**config.mk**
```make
export PLATFORM = sky130hd
export DESIGN_NAME = uart_tx
export DESIGN_NICKNAME = d
export VERILOG_FILES = /design/src/rtl/uart_pkg.sv /design/src/rtl/uart_tx_byte.sv /design/src/rtl/uart_tx.sv
export SDC_FILE = /design/constraint.sdc
export NUM_CORES = 1
export LEC_CHECK = 0
export BUFFER_PORTS_ARGS = -buffer_cell sky130_fd_sc_hd__buf_4
export CORE_ASPECT_RATIO = 2
export CORE_UTILIZATION = 25
export CTS_CLUSTER_DIAMETER = 150
export DETAILED_ROUTE_END_ITERATION = 10
export GPL_ROUTABILITY_DRIVEN = 0
export PLACE_DENSITY = 0.43
export SYNTH_ARGS = -nofsm -noshare
export SYNTH_HDL_FRONTEND = slang
export SYNTH_HIERARCHICAL = 1
export SYNTH_SLANG_ARGS = --single-unit
```
**constraint.sdc**
```tcl
create_clock -name clk -period 4 [get_ports clk]
set_input_delay 0.2 -clock clk [delete_from_list [all_inputs] [get_ports clk]]
set_output_delay 0.2 -clock clk [all_outputs]
set_load 0.02 [all_outputs]
```
**src/rtl/uart_pkg.sv**
```systemverilog
// Shared UART constants and the transmitter FSM state encoding.
package uart_pkg;
    localparam int   FRAME_LEN = 10;
    localparam logic START_BIT = 1'b0;
    localparam logic STOP_BIT  = 1'b1;
    localparam int   MIN_BAUD  = 2;

    typedef enum logic [1:0] {ST_IDLE, ST_LOAD, ST_SEND, ST_GAP} tx_state_e;
endpackage

```
**src/rtl/uart_tx_byte.sv**
```systemverilog
// Serialises one 8N1 frame; done pulses in the last cycle of the stop bit.
module uart_tx_byte
    import uart_pkg::*;
#(
    parameter int W_BAU = 10
) (
    input  logic             clk,
    input  logic             rst,
    input  logic [W_BAU-1:0] baud,
    input  logic [7:0]       byt,
    input  logic             go,
    output logic             done,
    output logic             txd
);
    // txd_q is the low end of the frame register; sh_q holds the bits still to go.
    logic [FRAME_LEN-2:0] sh_q;
    logic [W_BAU-1:0]     cnt_q;
    logic [3:0]           bit_q;
    logic                 bsy_q;
    logic                 txd_q;
    logic                 tick;

    assign tick = bsy_q && (cnt_q == W_BAU'(1));
    assign done = tick && (bit_q == 4'(FRAME_LEN - 1));
    assign txd  = txd_q;

    always_ff @(posedge clk or posedge rst) begin
        if (rst) begin
            sh_q  <= '0;
            cnt_q <= '0;
            bit_q <= '0;
            bsy_q <= 1'b0;
            txd_q <= STOP_BIT;
        end else if (go) begin
            // go may coincide with the final tick of the previous frame
            sh_q  <= {STOP_BIT, byt};
            cnt_q <= baud;
            bit_q <= '0;
            bsy_q <= 1'b1;
            txd_q <= START_BIT;
        end else if (tick) begin
            cnt_q <= baud;
            if (done) begin
                bsy_q <= 1'b0;
                txd_q <= STOP_BIT;
            end else begin
                txd_q <= sh_q[0];
                sh_q  <= {STOP_BIT, sh_q[FRAME_LEN-2:1]};
                bit_q <= bit_q + 4'd1;
            end
        end else if (bsy_q) begin
            cnt_q <= cnt_q - W_BAU'(1);
        end
    end
endmodule

```
**src/rtl/uart_tx.sv**
```systemverilog
// Multi-byte UART transmitter: latches an N_BYT-byte word and sends it MSB byte first.
module uart_tx
    import uart_pkg::*;
#(
    parameter int N_BYT = 4,
    parameter int W_BAU = 10,
    parameter int N_GAP = 0
) (
    input  logic               clk,
    input  logic               rst,
    input  logic [W_BAU-1:0]   baud,
    input  logic [8*N_BYT-1:0] dat,
    input  logic               start,
    output logic               f_bsy,
    output logic               f_fin,
    output logic               uart_txd
);
    localparam int W_CNT = $clog2(N_BYT + 1);
    localparam int W_GAP = W_BAU + 2;

    tx_state_e          state_q;
    logic [8*N_BYT-1:0] dat_buf_q;
    logic [W_BAU-1:0]   bau_buf_q;
    logic [W_CNT-1:0]   cnt_q;
    logic [W_GAP-1:0]   gap_q;
    logic               f_bsy_q;
    logic               f_fin_q;

    logic               accept, more, byte_done, gap_end, go;
    logic [W_BAU-1:0]   bau_d, bau_sel;
    logic [7:0]         byt_sel;
    logic [W_GAP-1:0]   gap_len;

    assign bau_d   = (baud < W_BAU'(MIN_BAUD)) ? W_BAU'(MIN_BAUD) : baud;
    assign accept  = (state_q == ST_IDLE) && start;
    assign more    = (cnt_q != '0);
    assign gap_end = (state_q == ST_GAP) && (gap_q == W_GAP'(1));
    assign gap_len = W_GAP'(N_GAP) * W_GAP'(bau_buf_q);

    // The next byte is launched on the edge the previous stop bit ends, so LOAD costs no line time.
    assign go = accept || gap_end ||
                ((state_q == ST_SEND) && byte_done && more && (N_GAP == 0));
    assign byt_sel = accept ? dat[8*N_BYT-1 -: 8] : dat_buf_q[8*N_BYT-1 -: 8];
    assign bau_sel = accept ? bau_d : bau_buf_q;

    assign f_bsy = f_bsy_q;
    assign f_fin = f_fin_q;

    uart_tx_byte #(.W_BAU(W_BAU)) u_byte (
        .clk  (clk),
        .rst  (rst),
        .baud (bau_sel),
        .byt  (byt_sel),
        .go   (go),
        .done (byte_done),
        .txd  (uart_txd)
    );

    always_ff @(posedge clk or posedge rst) begin
        if (rst) begin
            state_q   <= ST_IDLE;
            dat_buf_q <= '0;
            bau_buf_q <= '0;
            cnt_q     <= '0;
            gap_q     <= '0;
            f_bsy_q   <= 1'b0;
            f_fin_q   <= 1'b0;
        end else begin
            f_fin_q <= 1'b0;
            case (state_q)
                ST_IDLE: begin
                    f_bsy_q <= start;
                    if (start) begin
                        dat_buf_q <= dat;
                        bau_buf_q <= bau_d;
                        cnt_q     <= W_CNT'(N_BYT);
                        state_q   <= ST_LOAD;
                    end
                end
                ST_LOAD: begin
                    dat_buf_q <= dat_buf_q << 8;
                    cnt_q     <= cnt_q - W_CNT'(1);
                    state_q   <= ST_SEND;
                end
                ST_SEND: begin
                    if (byte_done) begin
                        if (!more) begin
                            state_q <= ST_IDLE;
                            f_fin_q <= 1'b1;
                        end else if (N_GAP == 0) begin
                            state_q <= ST_LOAD;
                        end else begin
                            gap_q   <= gap_len;
                            state_q <= ST_GAP;
                        end
                    end
                end
                ST_GAP: begin
                    if (gap_end) state_q <= ST_LOAD;
                    else         gap_q   <= gap_q - W_GAP'(1);
                end
                default: state_q <= ST_IDLE;
            endcase
        end
    end
endmodule

```
Yosys cells after proc, flatten, opt, wreduce, memory -nomap -nowiden

Index checks and enable logic that the tools add are counted.
Widths: inputs -> output; s select.

Flip-flop bits (word level): 86
Input bits: 45
Output and inout bits: 3
Word-level logic and storage cells: 78

Add/subtract/negate cells: 4
$lt $le $gt $ge: 1
Equality and inequality tests: 10
Muxes and demuxes: 30
Bitwise logic cells: 1
Reductions and logical operators: 20

Operators with widths:

| kind                  | count |
|---|---|
| $pmux 32 s2           | 1 |
| $mux 10               | 5 |
| $mux 32               | 1 |
| $mux 9                | 3 |
| $eq 12x1->1 const B   | 1 |
| $mux 4                | 3 |
| $sub 12x1->12 const B | 1 |
| $eq 10x1->1 const B   | 1 |
| $lt 10x2->1 const B   | 1 |
| $mux 1                | 10 |
| $reduce_and 2->1      | 5 |
| $sub 10x1->10 const B | 1 |
| $mux 8                | 1 |
| $pmux 2 s4            | 1 |
| $logic_and 1x1->1     | 6 |
| $mux 2                | 3 |
| $ne 2x2->1 const B    | 3 |
| $pmux 3 s2            | 1 |
| $reduce_bool 2->1     | 3 |
| $reduce_bool 3->1     | 2 |
| $add 4x1->4 const B   | 1 |
| $eq 2x2->1 const B    | 2 |
| $eq 4x4->1 const B    | 1 |
| $mux 3                | 1 |
| other kinds (7)       | 8 |

Longest topological paths before layout

Depth in word-level cells: 8
Mapped depth: 14
Mapped depth without buffers: 12

Modules after synthesis

Netlist, hierarchy kept.

By module, submodules not included:

| module       | times used | cells each | area each (um2) | sequential area each (um2) |
|---|---|---|---|---|
| uart_tx      | 1          | 276        | 2825.2          | 1526.5 |
| uart_tx_byte | 1          | 169        | 1500.2          | 626.9 |

Worst setup path before layout

No wires, ideal clock.

Path kind: flip-flop to flip-flop
From: reg u_byte.cnt_q[5]
To: reg u_byte.cnt_q[8]
Library setup time: 0.083 ns
Data arrival time: 2.872 ns
Required time: 3.917 ns
Path slack: 1.045 ns
Stages on the path, launching flop included: 15
Path buffers: 6
Clock period less this slack: 2.955 ns
Cell sequence: dfrtp_1 -> buf_6 -> or4_1 -> buf_2 -> nor3_4 -> buf_6 -> nand2_1 -> inv_1 -> a21oi_1 -> nor3_1 -> clkbuf_1 -> clkbuf_1 -> buf_1 -> o21ai_0 -> o21ai_0

Cells in the longest elaborated chain, start to end: 7
Elaborated cells between the ends (all ways): 11
Classes of those cells: add/sub: 1; eq/ne: 1; mux: 3; reduce/logical: 6

RTL lines:

| what                                                                 | line               | source |
|---|---|---|
| start: declaration                                                   | uart_tx_byte.sv:17 | `logic [W_BAU-1:0] cnt_q;` |
| start signal: assignment                                             | uart_tx_byte.sv:37 | `cnt_q <= baud;` |
| start signal: assignment                                             | uart_tx_byte.sv:42 | `cnt_q <= baud;` |
| start signal: assignment                                             | uart_tx_byte.sv:52 | `cnt_q <= cnt_q - W_BAU'(1);` |
| $eq 10x1->1 *                                                        | uart_tx_byte.sv:23 | `assign tick = bsy_q && (cnt_q == W_BAU'(1));` |
| $logic_and 1x1->1 *                                                  | uart_tx_byte.sv:23 |  |
| $logic_and 1x1->1 *                                                  | uart_tx_byte.sv:24 | `assign done = tick && (bit_q == 4'(FRAME_LEN - 1));` |
| via byte_done                                                        | uart_tx.sv:29      | `logic accept, more, byte_done, gap_end, go;` |
| $logic_and 1x1->1 * (2 in a row)                                     | uart_tx.sv:42      | `((state_q == ST_SEND) && byte_done && more && (N_GAP == 0));` |
| $logic_or 1x1->1 *                                                   | uart_tx.sv:41      | `assign go = accept \|\| gap_end \|\|` |
| via go                                                               | uart_tx.sv:29      |  |
| $reduce_bool 3->1 (no source line) / $mux 10 (equally long branches) | n/a                |  |

Mark *: on every way through the listed nets, which the timed path passes. The rest lies on a longest branch. The select of a mux whose other input is x is not followed.
A chain may end at the register's enable or synchronous reset.

Worst setup path after layout

From: reg u_byte.cnt_q[5]
To: reg u_byte.cnt_q[1]

The elaborated chain is that of the path after synthesis.

==> run summary <==
### Status
- **result of the run** finished, violations left
- **failing checks** hold timing

### Layout
- **post-route standard cell area excluding fillers** 0.00514 mm2
- **area taken by flip-flops and latches** 0.00215 mm2
- **leading cell type in the layout, fill and taps excluded** sky130_fd_sc_hd__dfrtp_1
- **fraction of final layout cells with drive strength greater than 1** 0.228
- **net total in the final layout** 535
- **commonest cells after routing, fill and taps aside** sky130_fd_sc_hd__dfrtp_1, sky130_fd_sc_hd__nand2_1, sky130_fd_sc_hd__buf_4
- **total of fill cells in the finished design** 1,759
- **area grow syn2layout** 18.8%
- **number of antenna cells inserted** 0
- **area of the multi-input gates** 0.00197 mm2
- **post-layout instance count excluding filler cells** 694

### Critical path
- **WP buf/inv** 1
- **family with the most delay on the worst path** simple AND/OR/NAND/NOR gates
- **delay of the slowest critical-path stage** 0.69 ns
- **kind of start point of the critical path** flip-flop
- **Crit Path Category** reg2reg
- **top fanout value on the critical path** 11
- **required time at the endpoint of the critical path** 4.26 ns
- **Critical Path, Cell by Cell** or4_1 > nor3_4 > nand2_1 > inv_1 > a21oi_1 > nor3_2 > a31oi_1 > a22o_1 > a21oi_1
- **Critical Path Most Common Cell** sky130_fd_sc_hd__a21oi_1
- **r2r worst-path depth** 9
- **Worst EP arrival** 3.32 ns
- **worst flop-to-flop path endpoint** u_byte/cnt_q[1]
- **worst reg-to-reg setup slack** 0.95 ns
- **launch point of the worst reg-to-reg path** u_byte/cnt_q[5]
- **slowest cell on the critical path** sky130_fd_sc_hd__or4_1
- **Worst Setup End Kind** flip-flop

### Logic synthesis
- **post-synthesis sequential element count** 86
- **fraction of registers with async set or reset after synthesis** 1.00
- **cell count after synthesis** 445
- **share of the synthesized area in the top cell type** 0.492
- **biggest area consumer among synthesized cells** sky130_fd_sc_hd__dfrtp_1
- **Top FF cell, synth** sky130_fd_sc_hd__dfrtp_1
- **unique cell type count in the Yosys netlist** 64
- **number of enable flip-flop cells after synthesis** 0
- **share of the yosys chip area belonging to registers** 0.498
- **average instance area after synthesis** 9.72 um2
- **post-synth design cell area** 0.00433 mm2
- **synthesized net count** 498
- **dominant cells by area after synthesis** sky130_fd_sc_hd__dfrtp_1, sky130_fd_sc_hd__nand2_1, sky130_fd_sc_hd__mux2_2
- **total of warnings raised by yosys** 6

### Routing
- **count of nets left with antenna violations after detail routing** 0
- **average wire length per cell after detail routing** 15.7 um
- **Final Routed Wirelength** 10.9 mm
- **vias after detailed routing** 3,362
- **First DRT Iteration DRCs** 109
- **Via density** 4.84
- **total DRC errors in the routed layout** 0
- **Initial DRT Pass Iterations** 4

### Floorplan
- **die extent in y** 188 um
- **Top Ports** 48
- **area of the core region** 0.0168 mm2
- **Die X** 95.0 um
- **starting utilization of the core area** 0.257
- **Rows** 67
- **area of the die** 0.0179 mm2

### Power
- **Worst IR Drop VDD** 0.274 mV
- **P_leak** 2.26 nW
- **power per cell area** 699 mW/mm2

### STA
- **final worst path period need** 3.05 ns
- **count of final setup violators** 0
- **maximum clock frequency** 327 MHz
- **largest clock skew in the final design** 0.0110 ns
- **slew of the pin with the lowest slew margin** 1.03 ns
- **post-route clock period utilization** 0.764
- **headroom to the max-slew limit** 0.313
- **setup TNS after final layout** 0 ns
- **number of endpoints with negative hold slack in the final report** 16
- **final max-slew violation count** 0
- **setup repair after global routing missed its margin** no
- **worst hold slack across all endpoints** -0.00793 ns

### Clock tree
- **clock tree from TritonCTS** yes
- **Worst-Skew Late Latency** 0.34 ns
- **Worst-path clk slew** 0.07 ns
- **setup repair bufs after CTS** 0
- **number of buffers created by CTS** 9
- **total clock sinks** 86
- **hold buffer count at cts** 0
- **Clock Tree Root** sky130_fd_sc_hd__clkbuf_16
- **H-tree level count** 3
- **clk buf depth** 2
- **post-CTS resize count** 0

### Global route
- **antenna violations before repair** 0
- **GRT Resource Usage Total** 0.132
- **pin count of the biggest net entering global routing** 35
- **global-route wire length before repair** 18.1 mm
- **via count of the first global-routing pass** 3,635
- **GRT overflow** 0

### Placed design
- **area post-placement** 0.00485 mm2
- **total of buffers placed on input and output ports** 47
- **DPL Wire Length** 7.92 mm
- **Inst Count DP** 678

### Hold path
- **Worst Hold Class** in2async

### Job
- **number of maximum-capacitance violations** 0

-- where the power goes --
group | leakage, nW | switching [mW] | internal, mW
registers | 1.02 | 0.301 | 1.26
clock network | 0.134 | 0.370 | 0.445
logic | 1.10 | 0.664 | 0.553
-- Yosys cell counts (3+ instances only) --
master,n
sky130_fd_sc_hd__a21oi_1,22
sky130_fd_sc_hd__a22o_1,4
sky130_fd_sc_hd__a31oi_1,12
sky130_fd_sc_hd__buf_2,7
sky130_fd_sc_hd__buf_6,4
sky130_fd_sc_hd__clkbuf_1,15
sky130_fd_sc_hd__dfrtp_1,85
sky130_fd_sc_hd__ha_1,8
sky130_fd_sc_hd__inv_1,17
sky130_fd_sc_hd__mux2_2,18
sky130_fd_sc_hd__mux2i_1,3
sky130_fd_sc_hd__nand2_1,59
sky130_fd_sc_hd__nand2b_1,3
sky130_fd_sc_hd__nand3_1,16
sky130_fd_sc_hd__nand4_1,4
sky130_fd_sc_hd__nor2_1,49
sky130_fd_sc_hd__nor2b_1,8
sky130_fd_sc_hd__nor3_1,13
sky130_fd_sc_hd__nor4_1,9
sky130_fd_sc_hd__nor4_2,3
sky130_fd_sc_hd__o21ai_0,11
sky130_fd_sc_hd__o22ai_1,17
sky130_fd_sc_hd__or3_1,3
sky130_fd_sc_hd__xor2_1,5
-- cell families after synthesis --
family,synth area share
AOI/OAI and AO/OA,0.123
xor gates and xnor gates,0.0142
adders and majority gates,0.0231
buffers and inverters,0.0480
DFF,0.498
muxes,0.0564
and+or+nand+nor,0.237
-- layer usage --
| metal | global-route usage | vias up | wire length [um] |
|---|---|---|---|
| li1 | - | 1645 | - |
| met1 | 0.139 | 1652 | 4160 |
| met2 | 0.246 | 44 | 6190 |
| met3 | 0.0178 | 21 | 221 |
| met4 | 0.0653 | 0 | 321 |
| met5 | 0 | - | 0 |
-- registers in the layout (all words and copies together), names as in the netlist, 2 cells and up --
signal / flops
gap_q: 12
u_byte/sh_q: 9
u_byte/bit_q: 4
bau_buf_q: 10
cnt_q: 3
u_byte/cnt_q: 10
state_q: 2
dat_buf_q: 32
-- area by class of cell --
type | instances | share of cell area
Clock buffer | 11 | 0.0472
Inverter | 17 | 0.0124
Tap cell | 207 | 0.0504
Clock inverter | 5 | 0.00852
Sequential cell | 86 | 0.419
Multi-Input combinational cell | 314 | 0.383
Timing Repair Buffer | 54 | 0.0789
-- worst max-delay path by stage --
stage	from	depth (start not counted)	slack (ns)	end
floorplan	u_byte/cnt_q[5]	14	1.04	u_byte/cnt_q[8]
global placement	u_byte/cnt_q[5]	9	1.07	u_byte/cnt_q[0]
detailed placement	u_byte/cnt_q[5]	9	0.94	u_byte/cnt_q[1]
CTS	u_byte/cnt_q[5]	9	0.92	u_byte/cnt_q[1]
global route	u_byte/cnt_q[5]	9	0.65	u_byte/cnt_q[0]
finish	u_byte/cnt_q[5]	9	0.95	u_byte/cnt_q[1]
-- worst reg2reg max path: stages (launching register included) --
cell and delay [ns]:
sky130_fd_sc_hd__dfrtp_1 0.46, sky130_fd_sc_hd__or4_1 0.69, sky130_fd_sc_hd__nor3_4 0.23, sky130_fd_sc_hd__nand2_1 0.10, sky130_fd_sc_hd__inv_1 0.08, sky130_fd_sc_hd__a21oi_1 0.09
sky130_fd_sc_hd__nor3_2 0.55, sky130_fd_sc_hd__a31oi_1 0.34, sky130_fd_sc_hd__a22o_1 0.32, sky130_fd_sc_hd__a21oi_1 0.13
-- through the flow --
step | hold slack [ns] | total power, mW | worst slack, ns | util
global route | 0.0491 | 3.89 | 0.647 | 0.305
global placement | 0.382 | 2.75 | 1.07 | 0.288
CTS | 0.0239 | 3.64 | 0.923 | 0.305
detailed placement | 0.394 | 2.80 | 0.945 | 0.288
finish | -0.00793 | 3.59 | 0.945 | 0.305
floorplan | 0.227 | 2.49 | 1.04 | -
No activity file was read; power rests on OpenSTA's default activity.
